File: config.mk
export PLATFORM = sky130hd
export DESIGN_NAME = rst_sequencer_flat
export DESIGN_NICKNAME = d
export VERILOG_FILES = /design/src/rtl/rst_sequencer_if.sv /design/src/rtl/rst_sequencer.sv /design/src/flat_wrapper.sv
export SDC_FILE = /design/constraint.sdc
export NUM_CORES = 1
export LEC_CHECK = 0
export ABC_AREA = 1
export CAP_MARGIN = 20
export CORE_UTILIZATION = 50
export CTS_BUF_LIST = sky130_fd_sc_hd__clkbuf_4
export CTS_CLUSTER_DIAMETER = 150
export CTS_CLUSTER_SIZE = 25
export DETAILED_ROUTE_END_ITERATION = 6
export GPL_ROUTABILITY_DRIVEN = 0
export PLACE_DENSITY_LB_ADDON = 0.12
export SLEW_MARGIN = 20
export SYNTH_ARGS = -nofsm -noshare
export SYNTH_HDL_FRONTEND = slang
export SYNTH_SLANG_ARGS = --single-unit
File: constraint.sdc
create_clock -name clk -period 3.1 [get_ports clk]
set_input_delay 0.93 -clock clk [delete_from_list [all_inputs] [get_ports clk]]
set_output_delay 0.93 -clock clk [all_outputs]
set_load 0.02 [all_outputs]
File: src/rtl/rst_sequencer_if.sv
// rtl/rst_sequencer_if.sv - request/status bundle between the reset sequencer and its controller
interface rst_sequencer_if;
  logic sw_rst_req;
  logic bus_idle;
  logic fabric_rst_n;
  logic slave_rst_n;
  logic master_rst_n;
  logic rst_done;
  logic sw_rst_ack;
  logic drain_timeout;

  modport master (
    output sw_rst_req,
    output bus_idle,
    input  fabric_rst_n,
    input  slave_rst_n,
    input  master_rst_n,
    input  rst_done,
    input  sw_rst_ack,
    input  drain_timeout
  );

  modport slave (
    input  sw_rst_req,
    input  bus_idle,
    output fabric_rst_n,
    output slave_rst_n,
    output master_rst_n,
    output rst_done,
    output sw_rst_ack,
    output drain_timeout
  );
endinterface

File: src/rtl/rst_sequencer.sv
// rtl/rst_sequencer.sv - staged fabric/slave/master reset release with drained software reset
module rst_sequencer #(
  parameter int HOLD_CYCLES     = 16,
  parameter int STAGE_GAP       = 4,
  parameter int SOFT_RST_CYCLES = 8,
  parameter int DRAIN_TIMEOUT   = 64
) (
  input  logic           clk,
  input  logic           rst_n,
  rst_sequencer_if.slave bus
);

  localparam int MAX_AB = (HOLD_CYCLES > STAGE_GAP) ? HOLD_CYCLES : STAGE_GAP;
  localparam int MAX_CD = (SOFT_RST_CYCLES > DRAIN_TIMEOUT) ? SOFT_RST_CYCLES : DRAIN_TIMEOUT;
  localparam int MAX_N  = (MAX_AB > MAX_CD) ? MAX_AB : MAX_CD;
  localparam int CNT_W  = $clog2(MAX_N) + 1;

  localparam logic [CNT_W-1:0] HOLD_LAST  = CNT_W'(HOLD_CYCLES - 1);
  localparam logic [CNT_W-1:0] GAP_LAST   = CNT_W'(STAGE_GAP - 1);
  localparam logic [CNT_W-1:0] SOFT_LAST  = CNT_W'(SOFT_RST_CYCLES - 1);
  localparam logic [CNT_W-1:0] DRAIN_LAST = CNT_W'(DRAIN_TIMEOUT - 1);

  typedef enum logic [2:0] {
    S_HOLD, S_REL_FABRIC, S_REL_SLAVE, S_RUN, S_DRAIN, S_SOFT
  } state_t;

  state_t           state_q, state_d;
  logic [CNT_W-1:0] cnt_q;
  logic             fabric_q, fabric_d;
  logic             slave_q, slave_d;
  logic             master_q, master_d;
  logic             done_q, done_d;
  logic             ack_q, ack_d;
  logic             tmo_q, tmo_d;
  logic             from_soft_q, from_soft_d;

  always_ff @(posedge clk or negedge rst_n) begin
    if (!rst_n) begin
      state_q     <= S_HOLD;
      cnt_q       <= '0;
      fabric_q    <= 1'b0;
      slave_q     <= 1'b0;
      master_q    <= 1'b0;
      done_q      <= 1'b0;
      ack_q       <= 1'b0;
      tmo_q       <= 1'b0;
      from_soft_q <= 1'b0;
    end else begin
      state_q     <= state_d;
      fabric_q    <= fabric_d;
      slave_q     <= slave_d;
      master_q    <= master_d;
      done_q      <= done_d;
      ack_q       <= ack_d;
      tmo_q       <= tmo_d;
      from_soft_q <= from_soft_d;
      // Restart timing on every state change; otherwise count up and stick at all-ones.
      if (state_d != state_q) begin
        cnt_q <= '0;
      end else if (cnt_q != '1) begin
        cnt_q <= cnt_q + 1'b1;
      end
    end
  end

  always_comb begin
    state_d     = state_q;
    fabric_d    = fabric_q;
    slave_d     = slave_q;
    master_d    = master_q;
    done_d      = done_q;
    ack_d       = 1'b0;
    tmo_d       = tmo_q;
    from_soft_d = from_soft_q;
    case (state_q)
      S_HOLD: begin
        if (cnt_q == HOLD_LAST) begin
          state_d  = S_REL_FABRIC;
          fabric_d = 1'b1;
        end
      end
      S_REL_FABRIC: begin
        if (cnt_q == GAP_LAST) begin
          state_d = S_REL_SLAVE;
          slave_d = 1'b1;
        end
      end
      S_REL_SLAVE: begin
        if (cnt_q == GAP_LAST) begin
          state_d     = S_RUN;
          master_d    = 1'b1;
          done_d      = 1'b1;
          ack_d       = from_soft_q;
          from_soft_d = 1'b0;
        end
      end
      S_RUN: begin
        if (bus.sw_rst_req) begin
          state_d = S_DRAIN;
          done_d  = 1'b0;
        end
      end
      S_DRAIN: begin
        // Bus idle wins over a coincident timeout so the flag only marks a forced cut.
        if (bus.bus_idle || cnt_q == DRAIN_LAST) begin
          state_d     = S_SOFT;
          fabric_d    = 1'b0;
          slave_d     = 1'b0;
          master_d    = 1'b0;
          from_soft_d = 1'b1;
          if (!bus.bus_idle) tmo_d = 1'b1;
        end
      end
      S_SOFT: begin
        if (cnt_q == SOFT_LAST) begin
          state_d  = S_REL_FABRIC;
          fabric_d = 1'b1;
        end
      end
      default: state_d = S_HOLD;
    endcase
  end

  assign bus.fabric_rst_n  = fabric_q;
  assign bus.slave_rst_n   = slave_q;
  assign bus.master_rst_n  = master_q;
  assign bus.rst_done      = done_q;
  assign bus.sw_rst_ack    = ack_q;
  assign bus.drain_timeout = tmo_q;

endmodule

File: src/flat_wrapper.sv
// flat-port wrapper written by rule: the top's interface ports become plain ports
module rst_sequencer_flat 
#(
  parameter int HOLD_CYCLES     = 16,
  parameter int STAGE_GAP       = 4,
  parameter int SOFT_RST_CYCLES = 8,
  parameter int DRAIN_TIMEOUT   = 64
)
  (clk, rst_n, bus_sw_rst_req, bus_bus_idle, bus_fabric_rst_n, bus_slave_rst_n, bus_master_rst_n, bus_rst_done, bus_sw_rst_ack, bus_drain_timeout);
  rst_sequencer_if bus_i ();
  input  logic clk;
  input  logic rst_n;
  input wire logic [$bits(bus_i.sw_rst_req)-1:0] bus_sw_rst_req;
  input wire logic [$bits(bus_i.bus_idle)-1:0] bus_bus_idle;
  output wire logic [$bits(bus_i.fabric_rst_n)-1:0] bus_fabric_rst_n;
  output wire logic [$bits(bus_i.slave_rst_n)-1:0] bus_slave_rst_n;
  output wire logic [$bits(bus_i.master_rst_n)-1:0] bus_master_rst_n;
  output wire logic [$bits(bus_i.rst_done)-1:0] bus_rst_done;
  output wire logic [$bits(bus_i.sw_rst_ack)-1:0] bus_sw_rst_ack;
  output wire logic [$bits(bus_i.drain_timeout)-1:0] bus_drain_timeout;
  assign bus_i.sw_rst_req = bus_sw_rst_req;
  assign bus_i.bus_idle = bus_bus_idle;
  assign bus_fabric_rst_n = bus_i.fabric_rst_n;
  assign bus_slave_rst_n = bus_i.slave_rst_n;
  assign bus_master_rst_n = bus_i.master_rst_n;
  assign bus_rst_done = bus_i.rst_done;
  assign bus_sw_rst_ack = bus_i.sw_rst_ack;
  assign bus_drain_timeout = bus_i.drain_timeout;
  rst_sequencer #(.HOLD_CYCLES(HOLD_CYCLES), .STAGE_GAP(STAGE_GAP), .SOFT_RST_CYCLES(SOFT_RST_CYCLES), .DRAIN_TIMEOUT(DRAIN_TIMEOUT)) u_core (.clk(clk), .rst_n(rst_n), .bus(bus_i));
endmodule
After elaboration in Yosys (flattened, before gate mapping)
Index checks and enable logic that the tools add are counted.

Memory bits (read-only): 0. Memories: 0. Input port bits: 4. Bits in latches: 0. Logic and storage cells: 63. Output and inout port bits: 6. Register bits after elaboration: 17. RAM bits: 0.

Reduce and logical (&&, ||, !) cells: 12. Bitwise gates (word level): 1. Order comparisons: 0. Shift operators: 0. Add/subtract/negate cells: 1. $mul: 0. Mux-type cells: 23. Eq/ne operators: 17. Div/mod/pow operators: 0.

Operators by type and width (number): 2-to-1 mux 3 bit (6); case mux 3 bit (6 select lines) (1); 2-to-1 mux 7 bit (2); AND reduction 3 bit (4); != test 2 x 1 -> 1 bit (second input constant) (5); 2-to-1 mux 1 bit (9); case mux 1 bit (2 select lines) (4); nonzero test 2 bit (4); adder 7 x 1 -> 7 bit (second input constant) (1); equality test 7 x 2 -> 1 bit (second input constant) (1); equality test 7 x 3 -> 1 bit (second input constant) (1); equality test 7 x 4 -> 1 bit (second input constant) (1); equality test 7 x 6 -> 1 bit (second input constant) (1); != test 7 bit (second input constant) (1); equality test 3 x 2 -> 1 bit (second input constant) (2); equality test 3 bit (second input constant) (2); AND reduction 4 bit (1); equality test 3 x 1 -> 1 bit (second input constant) (1); zero test 3 bit (1); != test 3 bit (1); case mux 1 bit (3 select lines) (1); nonzero test 3 bit (1); != test 2 bit (second input constant) (1); logical OR 1 bit (1); NOT 1 bit (1).

Logic depth before layout (Yosys ltp)
Gate-level depths: netlist of run 1.

Word-level depth: 6. Depth in mapped cells: 11. Gate-level depth less buffers: 11.

Least setup slack after synthesis of run 1
No wires, ideal clock.

Kind: input-to-reg. Start point: input bus_sw_rst_req. End point: register u_core.cnt_q[2]. Required time: 3.029 ns. Path slack: 1.530 ns. Data arrival time: 1.498 ns. Buffers on the path: 0. Setup time: 0.071 ns. Cell stages on the path: 8. Cell sequence: nand4_1 > nand2_1 > inv_1 > nand2_1 > nor2_1 > nor2_2 > nand2_4 > nor2_1.

Word-level cells in the longest chain between the ends: 4. Elaborated cells on any way between the ends: 5. Classes of those cells: eq/ne: 1; mux: 3; reduce/logical: 1.

Ends and longest elaborated chain: start, declared (line flat_wrapper.sv:13) `input wire logic [$bits(bus_i.sw_rst_req)-1:0] bus_sw_rst_req;`; 2-to-1 mux 3 bit * (line rst_sequencer.sv:98) `if (bus.sw_rst_req) begin`; case mux 3 bit (6 select lines) * (line rst_sequencer.sv:75) `case (state_q)`; via u_core.state_d[2] (line rst_sequencer.sv:27) `state_t state_q, state_d;`; != test 3 bit * (line rst_sequencer.sv:58) `if (state_d != state_q) begin`; 2-to-1 mux 7 bit or nonzero test 2 bit (tied branches); end signal, assigned (line rst_sequencer.sv:61) `cnt_q <= cnt_q + 1'b1;`; end, declared (line rst_sequencer.sv:28) `logic [CNT_W-1:0] cnt_q;`.

Mark *: on every way through the listed nets, which the timed path passes. The rest lies on a longest branch. A chain may end at the register's enable or synchronous reset.

Worst setup path after layout of run 1
Start point: register u_core.master_q, in the netlist u_core.bus.master_rst_n. End point: output bus_master_rst_n.

RTL lines: start, declared (line rst_sequencer.sv:31) `logic master_q, master_d;`; start signal, assigned (line rst_sequencer.sv:52) `master_q <= master_d;`; end, declared (line flat_wrapper.sv:17) `output wire logic [$bits(bus_i.master_rst_n)-1:0] bus_master_rst_n;`.

No word-level cell between the ends.

==> results of run 1 <==
[cell families (layout without fill, tap and decap cells)]
kind of cell | count (synthesis) | in the layout | share of synthesized area, %
compound gates | 10 | 10 | 5.94
fa+ha+maj | 1 | 1 | 1.32
simple gates | 72 | 72 | 36.4
xor+xnor | 3 | 3 | 2.77
flops | 17 | 17 | 44.9
buf+inv | 20 | 31 | 8.71
[cell usage in the layout, fill, tap and decap left out]
master,synthesis,final
a21oi_1,1,1
clkbuf_4,0,4
clkdlybuf4s50_1,0,9
dfrtp_1,17,17
ha_1,1,1
inv_1,18,18
nand2_1,29,29
nand2_2,5,5
nand2_4,1,1
nand3_1,4,4
nand3_2,3,3
nand3b_1,1,1
nand4_1,2,2
nor2_1,21,21
nor2_2,2,2
nor2_4,2,2
nor3_1,2,2
o211ai_1,1,1
o21ai_0,5,5
o21ai_1,1,1
o22ai_1,1,1
o31ai_1,1,1
xnor2_1,1,1
xor2_1,2,2
[power by group]
part           switching (W)  internal [W]  leakage (nW)
clock              0.0000715     0.0000589        0.0184
combinational       0.000269      0.000180         0.318
sequential         0.0000740      0.000295         0.215
total               0.000415      0.000534         0.551
[layer usage]
metal | part of all wire (%) | vias to the layer above
met5 | 0 | -
met4 | 1.7 | 0
met2 | 49 | 18
li1 | - | 407
met3 | 4.0 | 4
met1 | 45 | 365
[area by class of cell]
type                    count  area (um^2)
fillers                   173          661
multi-input cells          86          440
flip-flops and latches     17          425
repair buffers              9         90.1
inverters                  18         67.6
well taps                  25         31.3
clock buffers               4         30.0
[sequential cells by signal, indices dropped and copies added (netlist names)]
name and cells:
u_core.bus.sw_rst_ack 1, u_core.bus.rst_done 1, u_core.bus.drain_timeout 1, u_core.bus.slave_rst_n 1
u_core.state_q 3, u_core.bus.master_rst_n 1, u_core.bus.fabric_rst_n 1, u_core.from_soft_q 1
u_core.cnt_q 7
[through the flow]
step,hold WS [ps],setup WS [ps]
after detailed placement,459,871
after floorplan,460,1530
final,476,902
after CTS,482,889
after global routing,510,866
after global placement,447,936
[worst max-delay path by stage]
stage          cells after the start                    start          endpoint  slack, ps
3_3_place_gp                       9           bus_sw_rst_req   u_core.cnt_q[5]        940
4_1_cts                            1  u_core.bus.master_rst_n  bus_master_rst_n        890
5_1_grt                            1      u_core.bus.rst_done      bus_rst_done        870
3_5_place_dp                       9           bus_sw_rst_req   u_core.cnt_q[4]        870
6_report                           1  u_core.bus.master_rst_n  bus_master_rst_n        900
2_1_floorplan                      8           bus_sw_rst_req   u_core.cnt_q[2]       1530
==> results.yml, run 1 <==
global_routing:
  grt-busiest-layer: "met2"
  grt_use_met2_pct: 33.7
  met1_usage_pct: 23.9
  gr-usage-met3_pct: 2.38
  grtUsageTotal_pct: 20.3
  grt_pass1_vias: 744
  antenna_found_initial: 0
  grt_max_degree: 18
  grt-ovfl-total: 0
  grt_pass1_wl_um: 2910
die:
  dieArea_um2: 2070
  core_area_um2: 1750
  io_pins: 10
  die_x_um: 45.6
  rows: 15
  initial_core_util_pct: 54.3
  die_y_um: 45.6
logic_synthesis:
  synth_common_cells: "nand2_1 (29), nor2_1 (21), inv_1 (18), dfrtp_1 (17)"
  postSynthCellCount: 123
  ys_ff_latch: 17
  synth_top_flop_cell: "dfrtp_1"
  synth.top_cells.by_area: "dfrtp_1 (45%), nand2_1 (11%), nor2_1 (8.3%), inv_1 (7.1%), nand2_2 (3.3%)"
  syn_nets: 128
  avgSynthCellArea_um2: 7.71
  synth_most_common_cell: "nand2_1"
  synth_edf_count: 0
  yosys.area.top_type: "dfrtp_1"
  ys_async_sr_fraction_pct: 100
  yosys_warnings: 0
  synth_cell_type_count: 23
  syn_area_um2: 948
  seq_area_frac_synth_pct: 44.9
  synth_top_area_share_pct: 44.9
detailed_routing:
  drt-initial-drc-count: 6
  wl_per_cell_um: 11.0
  first_pass_iters: 4
  via_per_inst: 4.99
  drc: 0
  num_vias: 794
  ant_nets: 0
  wl_um: 1760
placed_design:
  hpwl_um: 1310
  dpl_cell_area_um2: 1050
  dp.cells: 155
  portBuffers: 9
clocking:
  h-tree-depth: 1
  ctsResizeCount: 0
  cts-root-buf: "clkbuf_4"
  clk_latency_ps: 300
  clk_path_buf_depth: 2
  cts-hold-fix-buffers: 0
  cts_tree: "done"
  post_cts_buffers: 0
  numCtsBuffers: 3
  cts_num_sinks: 17
  clk_pin_slew_ps: 100
sta:
  rsz0062_at_grt: "no"
  timing.final.crit_share_pct: 70.9
  fmax_mhz: 455
  period_minus_slack_ps: 2200
  hold_viol: 0
  setup_viol: 0
  worstMarginPinSlew_ps: 784
  maxSlewViolCount: 0
  slew_headroom_pct: 47.5
  skew_ps: 5.48
  tns_ps: 0
hold_path:
  hold_depth: 2
  hold-path-endpoint: "u_core.bus.drain_timeout"
  min-delay-start: "u_core.bus.drain_timeout"
  hold_class: "register to register"
flow_run:
  maxCapViolations: 0
power:
  irDropWorstVdd_uv: 470
  powerDensity_nw_per_um2: 874
  finalPower_w: 0.000948
  p_leak_nw: 0.551
critical_path:
  reg2reg_from: "u_core.cnt_q[0]"
  cp_cell_sequence: "clkdlybuf4s50_1"
  critPathMaxFanout: 2
  arrival_ps: 1270
  timing.rr.end: "u_core.cnt_q[4]"
  endpoint_kind: "output port"
  reg2reg_slack_ps: 1410
  crit_family: "buffers and inverters"
  crit_path_max_incr_delay_ps: 600
  required_ps: 2170
  critPathBufInv: 1
  slowest_stage: "clkdlybuf4s50_1"
  critPathLaunchType: "register"
  crit_type: "register to output port"
  rr_worst_depth: 10
layout:
  fin_util_pct: 62.2
  antenna_cells: 0
  final_cells: 159
  syn2layout_area_growth_pct: 14.4
  drive_above_1_share_pct: 12.7
  final_area_um2: 1080
  fin_nets: 140
outcome:
  status: "completed"
No activity file was read; power rests on OpenSTA's default activity.
==> run 2, diff against run 1 <==
clock period = 1.8 ns   (was 3.1 ns; I/O delays follow)
==> run 2 against run 1 <==
  * First-iteration DRC count increased by 17%
  * Flip-flop and latch count unchanged
  * Register-to-register slack got worse by 1200 ps
  * Critical endpoint is now u_core.cnt_q[4]
  * Largest cell class unchanged
==> results.yml, run 2 (synthesis results as in run 1) <==
layout:
  top_regs: "u_core.cnt_q (7), u_core.state_q (3)"
  largest_reg_flops: 7
  antenna_cells: 0
  layout_common_cells: "nand2_1 (29), nor2_1 (21), inv_1 (18), dfrtp_1 (17)"
  drive_above_1_share_pct: 14.1
  syn2layout_area_growth_pct: 15.8
  layout_commonest_cell: "nand2_1"
  top_register: "u_core.cnt_q"
  fin_nets: 141
hold_path:
  hold_class: "register to register"
  hold_depth: 2
  min-delay-start: "u_core.bus.slave_rst_n"
clocking:
  cts_num_sinks: 17
  cts-root-buf: "clkbuf_4"
  h-tree-depth: 1
  clk_latency_ps: 300
  post_cts_buffers: 0
  clk_pin_slew_ps: 100
  numCtsBuffers: 3
  cts_tree: "done"
  clk_path_buf_depth: 2
sta:
  hold_viol: 0
  slew_headroom_pct: 79.5
  period_minus_slack_ps: 1630
  setup_viol: 0
  skew_ps: 7.23
  worstMarginPinSlew_ps: 307
  maxSlewViolCount: 0
  fmax_mhz: 615
  timing.final.crit_share_pct: 90.3
  whs_ps: 482
  rsz0062_at_grt: "no"
critical_path:
  critPathMaxFanout: 7
  rr_worst_depth: 10
  crit_start: "u_core.cnt_q[0]"
  crit_type: "register to register"
  arrival_ps: 1820
  critPathLaunchType: "register"
  reg2reg_from: "u_core.cnt_q[0]"
  endpoint_kind: "register"
  required_ps: 1990
power:
  powerDensity_nw_per_um2: 1460
  pwr-share-comb_pct: 46.5
  irDropWorstVdd_uv: 816
  switching_share_pct: 44.1
  p_int_w: 0.000896
  power_frac_seq_pct: 39.4
  finalPower_w: 0.00160
  p_switching_w: 0.000707
  power.share.clock_pct: 14.1
  p_leak_nw: 0.586
die:
  die_x_um: 45.6
  initial_core_util_pct: 54.3
  die_y_um: 45.6
  dieArea_um2: 2070
  core_area_um2: 1750
  rows: 15
  io_pins: 10
global_routing:
  grtUsageTotal_pct: 20.7
  grt_pass1_wl_um: 2900
  grt-ovfl-total: 0
  grt_max_degree: 18
  grt_pass1_vias: 701
  antenna_found_initial: 0
detailed_routing:
  via_per_inst: 4.81
  first_pass_iters: 3
  wl_per_cell_um: 10.9
  wl_um: 1740
  num_vias: 769
  drt-initial-drc-count: 7
  drc: 0
  ant_nets: 0
placed_design:
  portBuffers: 9
  hpwl_um: 1290
flow_run:
  maxCapViolations: 0
outcome:
  status: "completed"
==> run 2: per-layer routing <==
layer | vias to the layer above | wire [um] | GRT usage [%]
li1 | 401 | - | -
met2 | 8 | 831 | 32.0
met3 | 5 | 39 | 4.76
met5 | - | 0 | 0
met4 | 0 | 40 | 10.9
met1 | 355 | 833 | 26.7
==> run 2: per-stage QoR <==
step / cells / util (%) / TNS [ps] / area [um^2] / setup WS, ps
finish: 160 / 62.9 / 0 / 1100 / 174
global route: 160 / 62.9 / 0 / 1100 / 12.4
CTS: 160 / 62.4 / 0 / 1090 / 4.66
detailed placement: 156 / 60.9 / -101 / 1060 / -46.2
global placement: 156 / 60.9 / 0 / 1060 / 26.5
floorplan: 123 / - / 0 / 948 / 357
==> run 2: worst max-delay path, stage by stage (launching register included) <==
cell and delay [ps]:
dfrtp_1 400, ha_2 250, nand3_2 130, nor2_4 150, nand2_2 70, nand2_2 80, nand3_2 120, nand2_2 110
nand2_2 60, nand2_4 90, nor2_1 60
==> run 2: power groups by stage <==
stage                     clock network, W  registers (W)  logic (W)
after floorplan                          0       0.000642   0.000574
after global placement                   0       0.000634   0.000760
after detailed placement                 0       0.000641   0.000776
after CTS                         0.000231       0.000631   0.000756
after global routing              0.000245       0.000644   0.000850
final                             0.000227       0.000631   0.000745
==> run 2: repair_timing <==
item,CTS,global route
hold buffers,0,0
endpoints found under the setup margin,3,10
gates resized for setup,3,4
==> run 2: path summary, 6_finish.rpt <==
path	end	slack (ps)
hold / removal	u_core.bus.slave_rst_n	480
setup / recovery	u_core.cnt_q[4]	170
hold reg to reg	u_core.bus.slave_rst_n	480
min in group asynchronous	u_core.state_q[2]	560
max in group asynchronous	u_core.cnt_q[0]	1040
setup reg to reg	u_core.cnt_q[4]	170
==> run 2: area by class of cell <==
| type | instances | area [um^2] |
|---|---|---|
| Timing Repair Buffer | 10 | 101 |
| Sequential cell | 17 | 425 |
| Inverter | 18 | 67.6 |
| Fill cell | 173 | 647 |
| Tap cell | 25 | 31.3 |
| Multi-Input combinational cell | 86 | 443 |
| Clock buffer | 4 | 30.0 |
==> patch 1: new RTL, flow settings as in run 2 <==
`SOFT_RST_CYCLES` is set to 8 in 2 places; all go to 16.
--- a/src/rtl/rst_sequencer.sv
+++ b/src/rtl/rst_sequencer.sv
@@ -4,3 +4,3 @@
   parameter int STAGE_GAP       = 4,
-  parameter int SOFT_RST_CYCLES = 8,
+  parameter int SOFT_RST_CYCLES = 16,
   parameter int DRAIN_TIMEOUT   = 64
--- a/src/flat_wrapper.sv
+++ b/src/flat_wrapper.sv
@@ -5,3 +5,3 @@
   parameter int STAGE_GAP       = 4,
-  parameter int SOFT_RST_CYCLES = 8,
+  parameter int SOFT_RST_CYCLES = 16,
   parameter int DRAIN_TIMEOUT   = 64
Behaviour: no difference found for any inputs over 10 cycles, from zero or initial values and one cycle with rst_n low; that may be too few to reach the edited logic, so the function may still have changed.
==> patch 1 against run 2 <==
- die area decreased by 2.8%
- design area is 1.3% lower
- sequential cell count is the same
- register-to-register slack improved by 0.05 ns
- hold slack gained 0.0017 ns
- total power is 5.4% higher
- wire length fell by 6.8%
- largest cell class unchanged
- setup slack lost 0.12 ns
- synthesized area decreased by 2.9%
- non-clock buffer count stayed put
- critical endpoint is now bus_sw_rst_ack
- critical path depth fell by 9
==> patch 1: results (changes against run 2) <==
| Metric | Value |
|---|---|
| Outcome | complete, no violations (unchanged) |
| Final #Nets | 124 (was 141) |
| Top post-synthesis cells by area | dfrtp_1 (46%), nor2_2 (8.2%), nand2_2 (5.4%), nand2_1 (4.5%), nand3_1 (4.3%) (was dfrtp_1 (45%), nand2_1 (11%), nor2_1 (8.3%), inv_1 (7.1%), nand2_2 (3.3%)) |
| List of most frequent post-synthesis cells | dfrtp_1 (17), nor2_2 (12), nand2_1 (11), inv_1 (10) (was nand2_1 (29), nor2_1 (21), inv_1 (18), dfrtp_1 (17)) |
| Fraction of area in multi-input gates | 0.401 (was 0.403) |
| Placed standard-cell area | 0.00105 mm² (was 0.00106 mm²) |
| Hpwl dp | 1250 µm (was 1290 µm) |
| Combinational gate power | 0.856 mW (was 0.745 mW) |
| FILL cells | 157 (was 173) |
| Routed via count | 729 (was 769) |
| Pwr Density | 1560 mW/mm² (was 1460 mW/mm²) |
| Compound-Gate Fraction of Synth Area | 0.0788 (was 0.0594) |
| Met1 Use GR | 0.217 (was 0.267) |
| Hold endpoint | u_core.bus.drain_timeout (was u_core.bus.slave_rst_n) |
| Met2 routed WL | 798 µm (was 831 µm) |
| Footprint of the multi-input gates | 435 µm² (was 443 µm²) |
| Post-synthesis xor/xnor area fraction | 0.0190 (was 0.0277) |
| Met3 usage | 0.0240 (was 0.0476) |
| VDD IR-drop max | 1.11 mV (was 0.816 mV) |
| Seq/total area | 0.392 (was 0.387) |
| Mapped Cells | 104 (was 123) |
| Leakage | 0.555 nW (was 0.586 nW) |
| Worst hold stages | 1 (was 2) |
| Register area share after synthesis | 0.462 (was 0.449) |
| Share of cells above drive strength 1 | 0.305 (was 0.141) |
| Core Footprint | 0.00173 mm² (was 0.00175 mm²) |
| Layout Cells excl Fill | 143 (was 160) |
| Vias in the first global route | 672 (was 701) |
| CTS resizes | 2 (was 3) |
| Later-pin clock latency in the skew report | 0.28 ns (was 0.30 ns) |
| Adder-Cell Fraction of Synth Area | 0.0136 (was 0.0132) |
| Place WS | 0.0611 ns (was -0.0462 ns) |
| Worst path top cell family by delay | buffers and inverters (was simple AND/OR/NAND/NOR gates) |
| R2r endpoint | u_core.cnt_q[5] (was u_core.cnt_q[4]) |
| Inverters | 16 (was 18) |
| Drt total wl | 1630 µm (was 1740 µm) |
| Fin Hold WS | 0.484 ns (was 0.482 ns) |
| CP max stage delay | 0.59 ns (was 0.40 ns) |
-- patch 1: cell count changes in the layout (fill, tap and decap cells not counted), moves of 2 or more --
cell      delta
nor2_1      -16
inv_2        +6
nand2_1     -18
nand3_1      +4
inv_1        -8
nand3_2      -2
nor2_2      +10
o21bai_1     +3
nand2_2      +3
-- patch 1: worst max-delay path by stage --
| stage | startpoint | end | cells past startpoint |
|---|---|---|---|
| 6_report | u_core.bus.sw_rst_ack | bus_sw_rst_ack | 1 |
| 5_1_grt | u_core.bus.sw_rst_ack | bus_sw_rst_ack | 1 |
| 4_1_cts | u_core.bus.rst_done | bus_rst_done | 1 |
| 3_5_place_dp | bus_sw_rst_req | u_core.cnt_q[6] | 9 |
| 3_3_place_gp | bus_sw_rst_req | u_core.cnt_q[6] | 9 |
| 2_1_floorplan | u_core.cnt_q[0] | u_core.cnt_q[3] | 12 |
==> patch 2: new RTL, config.mk and constraints of run 2 <==
Made on the original files. The 6 states of `state_t` get a one-hot encoding in 6 bits.
--- a/src/rtl/rst_sequencer.sv
+++ b/src/rtl/rst_sequencer.sv
@@ -22,4 +22,4 @@
 
-  typedef enum logic [2:0] {
-    S_HOLD, S_REL_FABRIC, S_REL_SLAVE, S_RUN, S_DRAIN, S_SOFT
+  typedef enum logic [5:0] {
+    S_HOLD = 6'b000001, S_REL_FABRIC = 6'b000010, S_REL_SLAVE = 6'b000100, S_RUN = 6'b001000, S_DRAIN = 6'b010000, S_SOFT = 6'b100000
   } state_t;
Function: no difference found for any inputs over 10 cycles, from zero or initial values and one cycle with rst_n low; not proved beyond that.
==> patch 2 against run 2 <==
- total power fell by 7.1%
- sequential cell count rose by 3
- synthesized area increased by 23%
- wire length is 35% higher
- design area is 22% higher
- setup slack better by 0.024 ns
- synthesized cell count increased by 20%
- critical path depth decreased by 2
- critical path type unchanged
- largest power group is now sequential cells
==> patch 2: results (changes against run 2) <==
| Metric | Value |
|---|---|
| Largest net degree at the start of global routing | 21 (was 18) |
| Place WS | 0.134 ns (was -0.0462 ns) |
| Max-slew headroom at the worst pin | 0.806 (was 0.795) |
| Final #Nets | 166 (was 141) |
| Via/cell ratio | 5.17 (was 4.81) |
| Part of the cycle the worst path needs | 0.890 (was 0.903) |
| Warnings, synthesis | 0 (unchanged) |
| Reg2Reg Setup Slack | 0.20 ns (was 0.17 ns) |
| Post-synth top flop | dfrtp_1 (unchanged) |
| Register area share after synthesis | 0.428 (was 0.449) |
| Share of cells above drive strength 1 | 0.206 (was 0.141) |
| Clock-pin slew on the worst setup and hold paths | approximately 0.11 ns |
| Synthesized Nets | 152 (was 128) |
| GRT overflow | 0 (unchanged) |
| Synthesized area per cell | 7.97 µm² (was 7.71 µm²) |
| Drt pass-1 iters | 4 (was 3) |
| H-tree levels | 1 (unchanged) |
| Setup Skew | 0.0119 ns (was 0.00723 ns) |
| CP max stage delay | 0.41 ns |
| Worst path top cell family by delay | simple AND/OR/NAND/NOR gates (unchanged) |
| List of most frequent post-synthesis cells | nand2_1 (39), dfrtp_1 (19), inv_1 (17), nand3_1 (10), nor2_1 (9) (was nand2_1 (29), nor2_1 (21), inv_1 (18), dfrtp_1 (17)) |
| Vias in the first global route | 954 (was 701) |
| Tot GR Track Use | 0.216 (was 0.207) |
| Crit path kind | reg2reg (unchanged) |
| Critical path's slowest cell | dfrtp_1 (unchanged) |
| Drc violations | 0 (unchanged) |
| Crit Reg-Reg Startpoint | u_core.cnt_q[0] (unchanged) |
| Post-DR wirelength/cell | 12.6 µm (was 10.9 µm) |
| Hold Path Class | reg2reg (unchanged) |
| Crit-path max FO | 7 (unchanged) |
| VDD IR-drop max | 0.764 mV (was 0.816 mV) |
| R2r endpoint | u_core.cnt_q[6] (was u_core.cnt_q[4]) |
| Drt initial violations | 19 (was 7) |
| Diode count | 0 (unchanged) |
| First-pass GRT wire length | 4080 µm (was 2900 µm) |
| Outcome | complete, no violations (unchanged) |
| Hpwl dp | 1860 µm (was 1290 µm) |
| Inst Count DP | 184 (was 156) |
| Biggest regs | u_core.cnt_q: 7 flops, u_core.state_q: 6 flops (was u_core.cnt_q: 7 flops, u_core.state_q: 3 flops) |
| Layout Cells excl Fill | 188 (was 160) |
| Later-pin clock latency in the skew report | slightly above 0.3 ns |
| Synth unique cells | 26 (was 23) |
| Port buffer count | 9 (unchanged) |
| Leakage | 0.752 nW (was 0.586 nW) |
| Top post-synthesis cells by area | dfrtp_1 (41%), nand2_1 (13%), inv_1 (5.4%), nor2_4 (4.8%), nand3_1 (4.3%) (was dfrtp_1 (45%), nand2_1 (11%), nor2_1 (8.3%), inv_1 (7.1%), nand2_2 (3.3%)) |
| Clock Tree Root | clkbuf_4 (unchanged) |
| Worst hold stages | 2 (unchanged) |
| Max Root-Sink Buffers | 2 (unchanged) |
| Critical Path AT | 1.79 ns (was 1.82 ns) |
| Initial antenna violation count | 0 (unchanged) |
| Num CTS Buffers | 3 (unchanged) |
| FF-to-FF path depth | 8 (was 10) |
| Asr flop ratio synth | 1.00 (unchanged) |
==> patch 2: changes by cell type in the layout (fill, tap and decap cells not counted), moves of 2 or more <==
| cell | delta |
|---|---|
| dlymetal6s2s_1 | -2 |
| nor2_2 | +4 |
| nor2_1 | -12 |
| a21oi_1 | +6 |
| inv_2 | +4 |
| dlygate4sd2_1 | +2 |
| nor2_4 | +3 |
| nand2_1 | +10 |
| o21ai_0 | +2 |
| nand3_1 | +6 |
| dfrtp_1 | +2 |
==> patch 2: repair_timing <==
action	CTS	global route
buffers inserted	0	0
gates resized for setup	5	1
setup endpoints to repair	5	1
==> patch 2: cell families (layout without fill, tap and decap cells) <==
kind of cell,Yosys count,in the layout,synth area share
buffers and inverters,22,35,0.0769
flip-flops,20,20,0.428
AO/OA/AOI/OAI,19,19,0.0887
AND/OR/NAND/NOR,84,84,0.388
XOR/XNOR,1,1,0.00748
adder cells (fa/ha/maj),1,1,0.0107
==> patch 2: worst reg2reg max path: cells and delay by family (launching register included) <==
kind | cells | cell delay [ns]
adder cells (fa/ha/maj) | 1 | 0.33
AND/OR/NAND/NOR | 6 | 0.67
flip-flops | 1 | 0.41
AO/OA/AOI/OAI | 1 | 0.09
==> patch 2: per-layer routing <==
| metal | vias to the layer above | track usage | wire length, µm |
|---|---|---|---|
| li1 | 493 | - | - |
| met1 | 468 | 0.265 | 1050 |
| met2 | 9 | 0.376 | 1240 |
| met3 | 2 | 0.0606 | 56 |
| met4 | 0 | 0.0463 | 11 |
| met5 | - | 0 | 0 |
==> patch 2: area by class of cell <==
| type | instances | area, µm² |
|---|---|---|
| clock buffers | 3 | 22.5 |
| clock inverters | 1 | 30.0 |
| fillers | 206 | 871 |
| inverters | 21 | 78.8 |
| multi-input cells | 105 | 579 |
| flip-flops and latches | 20 | 502 |
| well taps | 28 | 35.0 |
| repair buffers | 10 | 93.8 |
==> patch 2: metrics by stage <==
step	util	hold WS, ns	area [µm²]
after floorplan	-	0.244	1170
after global placement	0.584	0.459	1290
after detailed placement	0.584	0.475	1290
after CTS	0.605	0.498	1340
after global routing	0.606	0.519	1340
final	0.606	0.490	1340
==> patch 2: report_power, final <==
part           switching [mW]  internal [mW]
sequential             0.0953          0.531
clock                   0.143          0.225
combinational           0.312          0.181
==> patch 2: how the worst min path moves through the flow <==
stage | from | end | slack [ns]
finish | u_core.bus.master_rst_n | u_core.bus.master_rst_n | 0.49
detailed placement | u_core.bus.drain_timeout | u_core.bus.drain_timeout | 0.48
global placement | u_core.from_soft_q | u_core.from_soft_q | 0.46
floorplan | rst_n | u_core.bus.drain_timeout | 0.24
global route | u_core.bus.master_rst_n | u_core.bus.master_rst_n | 0.52
CTS | u_core.bus.master_rst_n | u_core.bus.master_rst_n | 0.50
